==> src/rtl/alu_arbiter_if.sv <==
// alu_arbiter_if: bundles the two requester channels, the two response
// channels, the ALU drive/return lines and the busy flag of alu_arbiter.
//   req<n>_valid/ready/a/b/sel : operation request from requester n
//   rsp<n>_valid/ready/out/zero: captured ALU result returned to requester n
//   alu_a/alu_b/alu_sel        : operands and select driven to the ALU
//   alu_out/alu_zero           : combinational ALU result
//   busy                       : arbiter is not idle
// Modport slave is the arbiter; modport master is the requester/ALU side.
interface alu_arbiter_if #(
  parameter int WL = 32,
  parameter int SL = 5
);
  logic          req0_valid;
  logic          req0_ready;
  logic [WL-1:0] req0_a;
  logic [WL-1:0] req0_b;
  logic [SL-1:0] req0_sel;
  logic          req1_valid;
  logic          req1_ready;
  logic [WL-1:0] req1_a;
  logic [WL-1:0] req1_b;
  logic [SL-1:0] req1_sel;

  logic          rsp0_valid;
  logic          rsp0_ready;
  logic [WL-1:0] rsp0_out;
  logic          rsp0_zero;
  logic          rsp1_valid;
  logic          rsp1_ready;
  logic [WL-1:0] rsp1_out;
  logic          rsp1_zero;

  logic [WL-1:0] alu_a;
  logic [WL-1:0] alu_b;
  logic [SL-1:0] alu_sel;
  logic [WL-1:0] alu_out;
  logic          alu_zero;

  logic          busy;

  modport slave (
    input  req0_valid, req0_a, req0_b, req0_sel,
    input  req1_valid, req1_a, req1_b, req1_sel,
    input  rsp0_ready, rsp1_ready,
    input  alu_out, alu_zero,
    output req0_ready, req1_ready,
    output rsp0_valid, rsp0_out, rsp0_zero,
    output rsp1_valid, rsp1_out, rsp1_zero,
    output alu_a, alu_b, alu_sel,
    output busy
  );

  modport master (
    output req0_valid, req0_a, req0_b, req0_sel,
    output req1_valid, req1_a, req1_b, req1_sel,
    output rsp0_ready, rsp1_ready,
    output alu_out, alu_zero,
    input  req0_ready, req1_ready,
    input  rsp0_valid, rsp0_out, rsp0_zero,
    input  rsp1_valid, rsp1_out, rsp1_zero,
    input  alu_a, alu_b, alu_sel,
    input  busy
  );
endinterface

==> src/rtl/alu_arbiter.sv <==
// alu_arbiter: shares one combinational ALU between two requesters.
// One operation at a time is granted round-robin, its operands are
// registered and driven to the ALU, and the ALU result is captured and
// held on the granted requester's response channel until accepted.
//   CLK : clock, all state updates on the rising edge
//   RST : synchronous active-high reset
//   bus : alu_arbiter_if slave modport (request, response, ALU, busy)
module alu_arbiter #(
  parameter int WL = 32,
  parameter int SL = 5
) (
  input logic         CLK,
  input logic         RST,
  alu_arbiter_if.slave bus
);

  typedef enum logic [1:0] {
    IDLE = 2'd0,
    EXEC = 2'd1,
    RESP = 2'd2
  } state_t;

  state_t        state, state_nxt;
  logic          gnt_id;     // owner of the in-flight operation
  logic          last_gnt;   // round-robin history
  logic [WL-1:0] op_a, op_b;
  logic [SL-1:0] op_sel;
  logic [WL-1:0] res_out;
  logic          res_zero;

  logic          grant;      // an operation is accepted this cycle
  logic          win;        // id of the accepted requester
  logic          rsp_take;   // granted requester takes the result

  assign rsp_take = gnt_id ? bus.rsp1_ready : bus.rsp0_ready;

  // NOTE: every variable of a combinational block gets a default before the
  // case so no path leaves it unassigned and no latch is inferred.
  always_comb begin
    state_nxt = state;
    grant     = 1'b0;
    win       = 1'b0;
    case (state)
      IDLE: begin
        // With both valid the one that did not win last time goes first.
        if (bus.req0_valid && bus.req1_valid) win = ~last_gnt;
        else                                  win = bus.req1_valid;
        if (bus.req0_valid || bus.req1_valid) begin
          // Ready is withheld while reset is applied.
          grant     = ~RST;
          state_nxt = EXEC;
        end
      end
      EXEC:    state_nxt = RESP;
      RESP:    if (rsp_take) state_nxt = IDLE;
      default: state_nxt = IDLE;
    endcase
  end

  // NOTE: state registers use non-blocking assignments so every register
  // samples the pre-edge values regardless of statement order.
  always_ff @(posedge CLK) begin
    if (RST) begin
      // NOTE: operand and result registers are reset too, so the ALU inputs
      // and response data are defined from the first cycle after reset.
      state    <= IDLE;
      gnt_id   <= 1'b0;
      last_gnt <= 1'b1;
      op_a     <= '0;
      op_b     <= '0;
      op_sel   <= '0;
      res_out  <= '0;
      res_zero <= 1'b0;
    end else begin
      state <= state_nxt;
      if (grant) begin
        op_a     <= win ? bus.req1_a   : bus.req0_a;
        op_b     <= win ? bus.req1_b   : bus.req0_b;
        op_sel   <= win ? bus.req1_sel : bus.req0_sel;
        gnt_id   <= win;
        last_gnt <= win;
      end
      // The ALU result is only meaningful while our operands drive it.
      if (state == EXEC) begin
        res_out  <= bus.alu_out;
        res_zero <= bus.alu_zero;
      end
    end
  end

  assign bus.req0_ready = grant & ~win;
  assign bus.req1_ready = grant &  win;

  assign bus.alu_a   = op_a;
  assign bus.alu_b   = op_b;
  assign bus.alu_sel = op_sel;

  assign bus.rsp0_valid = (state == RESP) & ~gnt_id;
  assign bus.rsp1_valid = (state == RESP) &  gnt_id;
  assign bus.rsp0_out   = res_out;
  assign bus.rsp1_out   = res_out;
  assign bus.rsp0_zero  = res_zero;
  assign bus.rsp1_zero  = res_zero;

  assign bus.busy = (state != IDLE);

endmodule

==> src/flat_wrapper.sv <==
// flat-port wrapper written by rule: the top's interface ports become plain ports
module alu_arbiter_flat 
#(
  parameter int WL = 32,
  parameter int SL = 5
)
  (CLK, RST, bus_req0_valid, bus_req0_a, bus_req0_b, bus_req0_sel, bus_req1_valid, bus_req1_a, bus_req1_b, bus_req1_sel, bus_rsp0_ready, bus_rsp1_ready, bus_alu_out, bus_alu_zero, bus_req0_ready, bus_req1_ready, bus_rsp0_valid, bus_rsp0_out, bus_rsp0_zero, bus_rsp1_valid, bus_rsp1_out, bus_rsp1_zero, bus_alu_a, bus_alu_b, bus_alu_sel, bus_busy);
  alu_arbiter_if #(.WL(WL), .SL(SL)) bus_i ();
  input logic CLK;
  input logic RST;
  input wire logic [$bits(bus_i.req0_valid)-1:0] bus_req0_valid;
  input wire logic [$bits(bus_i.req0_a)-1:0] bus_req0_a;
  input wire logic [$bits(bus_i.req0_b)-1:0] bus_req0_b;
  input wire logic [$bits(bus_i.req0_sel)-1:0] bus_req0_sel;
  input wire logic [$bits(bus_i.req1_valid)-1:0] bus_req1_valid;
  input wire logic [$bits(bus_i.req1_a)-1:0] bus_req1_a;
  input wire logic [$bits(bus_i.req1_b)-1:0] bus_req1_b;
  input wire logic [$bits(bus_i.req1_sel)-1:0] bus_req1_sel;
  input wire logic [$bits(bus_i.rsp0_ready)-1:0] bus_rsp0_ready;
  input wire logic [$bits(bus_i.rsp1_ready)-1:0] bus_rsp1_ready;
  input wire logic [$bits(bus_i.alu_out)-1:0] bus_alu_out;
  input wire logic [$bits(bus_i.alu_zero)-1:0] bus_alu_zero;
  output wire logic [$bits(bus_i.req0_ready)-1:0] bus_req0_ready;
  output wire logic [$bits(bus_i.req1_ready)-1:0] bus_req1_ready;
  output wire logic [$bits(bus_i.rsp0_valid)-1:0] bus_rsp0_valid;
  output wire logic [$bits(bus_i.rsp0_out)-1:0] bus_rsp0_out;
  output wire logic [$bits(bus_i.rsp0_zero)-1:0] bus_rsp0_zero;
  output wire logic [$bits(bus_i.rsp1_valid)-1:0] bus_rsp1_valid;
  output wire logic [$bits(bus_i.rsp1_out)-1:0] bus_rsp1_out;
  output wire logic [$bits(bus_i.rsp1_zero)-1:0] bus_rsp1_zero;
  output wire logic [$bits(bus_i.alu_a)-1:0] bus_alu_a;
  output wire logic [$bits(bus_i.alu_b)-1:0] bus_alu_b;
  output wire logic [$bits(bus_i.alu_sel)-1:0] bus_alu_sel;
  output wire logic [$bits(bus_i.busy)-1:0] bus_busy;
  assign bus_i.req0_valid = bus_req0_valid;
  assign bus_i.req0_a = bus_req0_a;
  assign bus_i.req0_b = bus_req0_b;
  assign bus_i.req0_sel = bus_req0_sel;
  assign bus_i.req1_valid = bus_req1_valid;
  assign bus_i.req1_a = bus_req1_a;
  assign bus_i.req1_b = bus_req1_b;
  assign bus_i.req1_sel = bus_req1_sel;
  assign bus_i.rsp0_ready = bus_rsp0_ready;
  assign bus_i.rsp1_ready = bus_rsp1_ready;
  assign bus_i.alu_out = bus_alu_out;
  assign bus_i.alu_zero = bus_alu_zero;
  assign bus_req0_ready = bus_i.req0_ready;
  assign bus_req1_ready = bus_i.req1_ready;
  assign bus_rsp0_valid = bus_i.rsp0_valid;
  assign bus_rsp0_out = bus_i.rsp0_out;
  assign bus_rsp0_zero = bus_i.rsp0_zero;
  assign bus_rsp1_valid = bus_i.rsp1_valid;
  assign bus_rsp1_out = bus_i.rsp1_out;
  assign bus_rsp1_zero = bus_i.rsp1_zero;
  assign bus_alu_a = bus_i.alu_a;
  assign bus_alu_b = bus_i.alu_b;
  assign bus_alu_sel = bus_i.alu_sel;
  assign bus_busy = bus_i.busy;
  alu_arbiter #(.WL(WL), .SL(SL)) u_core (.CLK(CLK), .RST(RST), .bus(bus_i));
endmodule
==> config.mk <==
export PLATFORM = sky130hd
export DESIGN_NAME = alu_arbiter_flat
export DESIGN_NICKNAME = d
export VERILOG_FILES = /design/src/rtl/alu_arbiter_if.sv /design/src/rtl/alu_arbiter.sv /design/src/flat_wrapper.sv
export SDC_FILE = /design/constraint.sdc
export NUM_CORES = 1
export LEC_CHECK = 0
export ABC_AREA = 1
export CAP_MARGIN = 20
export CORE_AREA = 2 2 122 124
export DETAILED_ROUTE_END_ITERATION = 6
export DIE_AREA = 0 0 124 126
export GPL_TIMING_DRIVEN = 0
export PLACE_DENSITY_LB_ADDON = 0.25
export RECOVER_POWER = 50
export SLEW_MARGIN = 5
export SYNTH_ARGS = -nofsm -noshare
export SYNTH_HDL_FRONTEND = slang
export SYNTH_SLANG_ARGS = --single-unit
==> constraint.sdc <==
create_clock -name CLK -period 1.9 [get_ports CLK]
set_input_delay 0.19 -clock CLK [delete_from_list [all_inputs] [get_ports CLK]]
set_output_delay 0.19 -clock CLK [all_outputs]
set_load 0.01 [all_outputs]
==> flow_metrics.env, run 1 <==
export IMPL_status="finished clean"
export IMPL_htreeDepth=3
export IMPL_rsz0062_at_grt="no"
export IMPL_dr_pass1_iters=5
export IMPL_mostFrequentLayoutCells="nand2_1 (281), clkdlybuf4s50_1 (221), dfxtp_1 (105)"
export IMPL_clkTransAtPathRegs_ns=0.07
export IMPL_place_hpwl_mm=14.5
export IMPL_power_switching_mw=1.87
export IMPL_die_area_um2=15600
export IMPL_synthesis_area_um2=5030
export IMPL_nets=1248
export IMPL_fin_cells=1261
export IMPL_critPathBufInv=2
export IMPL_grt_pass1_vias=5427
export IMPL_via_per_inst=4.73
export IMPL_slew_violations=0
export IMPL_drt_iter0_drc=263
export IMPL_grt_overflow=0
export IMPL_io_buffers=314
export IMPL_tightest_slew_ns=0.535
export IMPL_crit_type="flop to output port"
export IMPL_root_buffer="clkbuf_16"
export IMPL_grt_pass1_wl_mm=28.3
export IMPL_p_clk_share_pct=30.3
export IMPL_whs_ns=0.452
export IMPL_start_util_pct=35.1
export IMPL_crit_slowest_cell="dfxtp_1"
export IMPL_area_delta_synth_final_pct=75.1
export IMPL_path_cells="nor2_4 > inv_2 > nor2_8 > nand2_8 > nor2_1 > dlygate4sd2_1"
export IMPL_die_h_um=126
export IMPL_ys_types=19
export IMPL_ios=317
export IMPL_p_per_area_nw_per_um2=735
export IMPL_crit_required_ns=1.71
export IMPL_clock_skew_ns=0.00641
export IMPL_cp_top_family="simple AND/OR/NAND/NOR gates"
export IMPL_max_freq_mhz=565
export IMPL_seqPwrFrac_pct=38.9
export IMPL_ir_worst_vdd_mv=0.539
export IMPL_gp_congestion=0.850
export IMPL_synthTopCellsByArea="dfxtp_1 (42%), nand2_1 (21%), nand4_1 (8.6%)"
export IMPL_rows=44
export IMPL_cp_end_kind="output port"
export IMPL_slowest_delay_ns=0.34
export IMPL_core_area_um2=14300
export IMPL_critPathLaunchType="flop"
export IMPL_path_max_fanout=9
export IMPL_dp_cells=1239
export IMPL_wirelength_mm=18.7
export IMPL_ctsHoldBuffers=0
export IMPL_die_w_um=124
export IMPL_drc=0
export IMPL_hold_viol=0
export IMPL_period_share_pct=93.1
export IMPL_p_leak_nw=3.89
export IMPL_cts_tree="done"
export IMPL_max_cap_viol_count=0
export IMPL_drive_gt1_share_pct=8.55
export IMPL_yosysTopAreaCell="dfxtp_1"
export IMPL_hold_path_class="primary input to flop"
export IMPL_switching_share_pct=28.9
export IMPL_grt_usage_pct=23.5
export IMPL_grt_max_degree=18
export IMPL_clockBufferDepth=2
export IMPL_syn_num_nets=918
export IMPL_period_minus_slack_ns=1.77
export IMPL_clock_sinks=106
export IMPL_slew_headroom_pct=64.4
export IMPL_insertion_delay_ns=0.34
export IMPL_setup_viol=0
export IMPL_num_vias=5966
export IMPL_routedWlPerCell_um=14.9
export IMPL_synth_area_per_cell_um2=6.79
export IMPL_synth_warnings=0
export IMPL_synth_top_area_share_pct=42.2
export IMPL_synthesis_instances=741
export IMPL_place_area_um2=8400
export IMPL_arrival_ns=1.58
export IMPL_antenna_found_initial=1
export IMPL_r2r_slack_ns=0.25
export IMPL_fillers=1355
export IMPL_cts_made_buffers=9
export IMPL_combPwrFrac_pct=30.8
export IMPL_detail_route_antenna_nets=0
export IMPL_fin_area_um2=8810
export IMPL_synth_seq_cells=106
export IMPL_final_common_cell="nand2_1"
export IMPL_synth_seq_area_share_pct=42.2
export IMPL_intPower_mw=4.60
==> metal layers <==
| metal | vias to the layer above | wire (µm) | GRT usage [%] |
|---|---|---|---|
| met2 | 240 | 9140 | 40.4 |
| li1 | 3050 | - | - |
| met4 | 0 | 497 | 9.25 |
| met1 | 2645 | 7300 | 26.9 |
| met5 | - | 0 | 0 |
| met3 | 31 | 1800 | 7.16 |
==> state kept, by name, summed over array words and instances, names as in the netlist <==
signal,count
u_core.bus.alu_b,32
u_core.gnt_id,1
u_core.bus.rsp0_zero,1
u_core.state,2
u_core.bus.rsp0_out,32
u_core.last_gnt,1
u_core.bus.alu_sel,5
u_core.bus.alu_a,32
==> worst min-delay path: stages <==
cell	delay, ns
buf_2	0.21
nand3_4	0.14
inv_2	0.04
nand2_1	0.09
nand3_1	0.07
==> cell families after synthesis <==
group / after synthesis / synth area share [%]
AOI/OAI and AO/OA: 104 / 10.3
buffers and inverters: 102 / 11.2
DFF: 106 / 42.2
and+or+nand+nor: 429 / 36.2
==> synth_stat cells, drive strengths merged <==
cell / n
nand2: 283
nand3: 3
nand4: 69
inv: 9
a21oi: 70
o21ai: 34
clkbuf: 24
dfxtp: 106
nor2: 74
buf: 69
==> power groups by stage <==
stage,sequential [mW],combinational (mW),clock [mW]
after global placement,2.57,2.01,0
after detailed placement,2.58,2.02,0
after global routing,2.54,2.19,2.09
after floorplan,2.65,0.847,0
after CTS,2.53,2.04,2.02
final,2.52,2.00,1.96
==> metrics by stage <==
step	power [mW]	setup TNS, ns	util (%)	setup WS, ns
finish	6.47	0	61.6	0.131
global route	6.83	0	61.6	0.0360
CTS	6.58	0	61.1	0.00147
detailed placement	4.60	-1.43	58.7	-0.593
global placement	4.58	-1.14	58.7	-0.582
floorplan	3.49	0	-	0.588
==> timing repair <==
action / 4_1_cts / 5_1_grt
pin swaps: 2 / 2
gates resized for setup: 11 / 2
cloned: 0 / 0
setup buffers: 1 / 6
endpoints found under the hold margin: 0 / 0
endpoints found under the setup margin: 2 / 4
==> final timing paths <==
| path | end | startpoint | cells after the start |
|---|---|---|---|
| min reg2reg | u_core.bus.alu_b[23] | u_core.bus.alu_b[23] | 2 |
| max | bus_req0_ready | u_core.state[1] | 6 |
| min | u_core.last_gnt | bus_req1_valid | 5 |
| max reg2reg | u_core.bus.alu_b[19] | u_core.state[1] | 8 |
==> area by class of cell <==
cell class	count	area, µm²	share of cell area, %
tap	184	230	2.61
clock inverter	3	46.3	0.525
buffer	91	514	5.84
multi-input combinational	533	2360	26.8
antenna	1	2.50	0.0284
timing repair buffer	321	3210	36.5
inverter	9	46.3	0.525
sequential	106	2120	24.1
clock buffer	13	270	3.07
Power figures use the tool's default switching activity.
==> inputs of run 2 (changes only) <==
ABC_AREA = 0   (was 1)
CORE_AREA = 2 2 125 127   (was 2 2 122 124)
DIE_AREA = 0 0 127 129   (was 0 0 124 126)
==> flow_metrics.env, run 2 <==
export IMPL_reg2reg_from="u_core.last_gnt"
export IMPL_ctsHoldBuffers=0
export IMPL_io_buffers=316
export IMPL_rsz0062_at_grt="yes"
export IMPL_core_area_um2=15000
export IMPL_r2r_slack_ns=0.31
export IMPL_slew_violations=0
export IMPL_synth_seq_cells=106
export IMPL_clockBufferDepth=2
export IMPL_r2r_end="u_core.bus.alu_b[12]"
export IMPL_drive_gt1_share_pct=10.2
export IMPL_root_buffer="clkbuf_16"
export IMPL_grt_max_degree=16
export IMPL_rows=45
export IMPL_synth_edff_count=0
export IMPL_area_delta_synth_final_pct=85.4
export IMPL_synth_common_cells="dfxtp_1 (106), nand2_1 (67), and3_1 (52)"
export IMPL_num_vias=4945
export IMPL_gp_congestion=0.813
export IMPL_synth_area_per_cell_um2=9.14
export IMPL_fin_area_um2=8170
export IMPL_wirelength_mm=16.8
export IMPL_grt_overflow=0
export IMPL_place_hpwl_mm=13.0
export IMPL_synth_top_area_share_pct=48.2
export IMPL_synth_warnings=0
export IMPL_critPathLaunchType="flop"
export IMPL_layout_setup_ws_ns=0.0688
export IMPL_status="finished clean"
export IMPL_max_cap_viol_count=0
export IMPL_routedWlPerCell_um=16.7
export IMPL_arrival_ns=1.64
export IMPL_drc=0
export IMPL_period_minus_slack_ns=1.83
export IMPL_grt_pass1_vias=4873
export IMPL_clkTransAtPathRegs_ns=0.07
export IMPL_max_freq_mhz=546
export IMPL_start_util_pct=29.4
export IMPL_setup_viol=0
export IMPL_cts_tree="done"
export IMPL_cts_made_buffers=9
export IMPL_grt_pass1_wl_mm=25.6
export IMPL_drt_iter0_drc=251
export IMPL_insertion_delay_ns=0.34
export IMPL_clock_sinks=106
export IMPL_tightest_slew_ns=0.601
export IMPL_die_area_um2=16400
export IMPL_synthTopCellsByArea="dfxtp_1 (48%), a221o_1 (12%), and3_1 (7.4%)"
export IMPL_final_common_cell="clkdlybuf4s50_1"
export IMPL_via_per_inst=4.92
export IMPL_synth_seq_area_share_pct=48.2
export IMPL_ff2ff_path_depth=6
export IMPL_place_area_um2=7800
export IMPL_async_reset_ff_share_pct=0
export IMPL_p_per_area_nw_per_um2=739
export IMPL_hold_path_class="primary input to flop"
export IMPL_period_share_pct=96.4
export IMPL_htreeDepth=3
export IMPL_slew_headroom_pct=59.8
export IMPL_hold_depth=3
export IMPL_grt_busiest_layer="met2"
export IMPL_whs_ns=0.395
export IMPL_detail_route_antenna_nets=0
export IMPL_synthesis_instances=482
export IMPL_finalPower_mw=6.04
export IMPL_min_from="bus_alu_out[31]"
export IMPL_yosysTopAreaCell="dfxtp_1"
export IMPL_synth_most_common_cell="dfxtp_1"
export IMPL_antennaDiodeCount=0
export IMPL_dpl_worst_slack_ns=-0.772
export IMPL_antenna_found_initial=0
export IMPL_clock_skew_ns=0.00580
export IMPL_use_met3_pct=7.11
export IMPL_die_w_um=127
export IMPL_nets=989
export IMPL_crit_required_ns=1.71
export IMPL_synth_ff_type="dfxtp_1"
export IMPL_ir_worst_vdd_mv=0.396
export IMPL_path_max_fanout=11
export IMPL_mostFrequentLayoutCells="clkdlybuf4s50_1 (314), dfxtp_1 (103), nand2_1 (67)"
export IMPL_grt_util_met1_pct=22.1
export IMPL_cp_end_kind="output port"
export IMPL_use_met2_pct=34.9
export IMPL_hold_viol=0
export IMPL_die_h_um=129
export IMPL_p_leak_nw=3.23
export IMPL_grt_usage_pct=19.7
export IMPL_crit_type="flop to output port"
export IMPL_ys_types=27
export IMPL_dr_pass1_iters=5
export IMPL_min_delay_worst_endpoint="u_core.bus.rsp0_out[31]"
export IMPL_ios=317
export IMPL_syn_num_nets=659
export IMPL_synthesis_area_um2=4410
[run 2: logic make-up after synthesis]
| group | Yosys count | synth area share, % |
|---|---|---|
| DFF | 106 | 48.2 |
| AOI/OAI and AO/OA | 125 | 20.6 |
| buffers and inverters | 82 | 11.4 |
| muxes | 1 | 0.227 |
| and+or+nand+nor | 168 | 19.6 |
[run 2: metal layers]
layer	part of all wire, %	wire length [µm]
met1	39	6500
met5	0	0
met4	1.8	309
met2	50	8390
met3	9.6	1610
[run 2: worst max-delay path by stage]
stage | slack [ns] | endpoint | start | cells after the start
floorplan | 0.43 | u_core.bus.alu_b[27] | u_core.last_gnt | 6
global placement | -0.79 | bus_req1_ready | bus_req1_valid | 5
detailed placement | -0.77 | bus_req1_ready | bus_req1_valid | 5
CTS | -0.09 | bus_req0_ready | u_core.state[0] | 5
global route | -0.04 | bus_req0_ready | u_core.state[0] | 5
finish | 0.07 | bus_busy | u_core.state[1] | 3
[run 2: cell type report]
type | instances | area, µm²
Tap cell | 188 | 235
Clock inverter | 2 | 10.0
Clock buffer | 14 | 274
Timing Repair Buffer | 320 | 3180
Inverter | 1 | 3.75
Fill cell | 1353 | 6810
Multi-Input combinational cell | 294 | 1820
Sequential cell | 106 | 2130
Buffer | 80 | 510
[run 2: repair_timing]
action / 4_1_cts / 5_1_grt
pin swaps: 1 / 1
endpoints found under the setup margin: 33 / 54
buffers inserted: 3 / 1
resized for setup: 13 / 12
[run 2: stage by stage]
step                std cells  setup TNS, ns  utilization [%]
floorplan                 482              0                -
global placement          986         -21.88             52.1
detailed placement        986         -22.95             52.1
CTS                      1004         -0.102             54.3
global route             1005        -0.0728             54.5
finish                   1005              0             54.5
[run 2: critical path, stage by stage (launching register included)]
cell and delay, ns:
dfxtp_2 0.36, nor2_1 0.27, inv_2 0.16, clkdlybuf4s50_1 0.51
[run 2: where the power goes]
group	internal (mW)	switching (mW)
combinational	1.01	0.652
clock	0.995	0.812
sequential	2.42	0.142
total	4.43	1.61
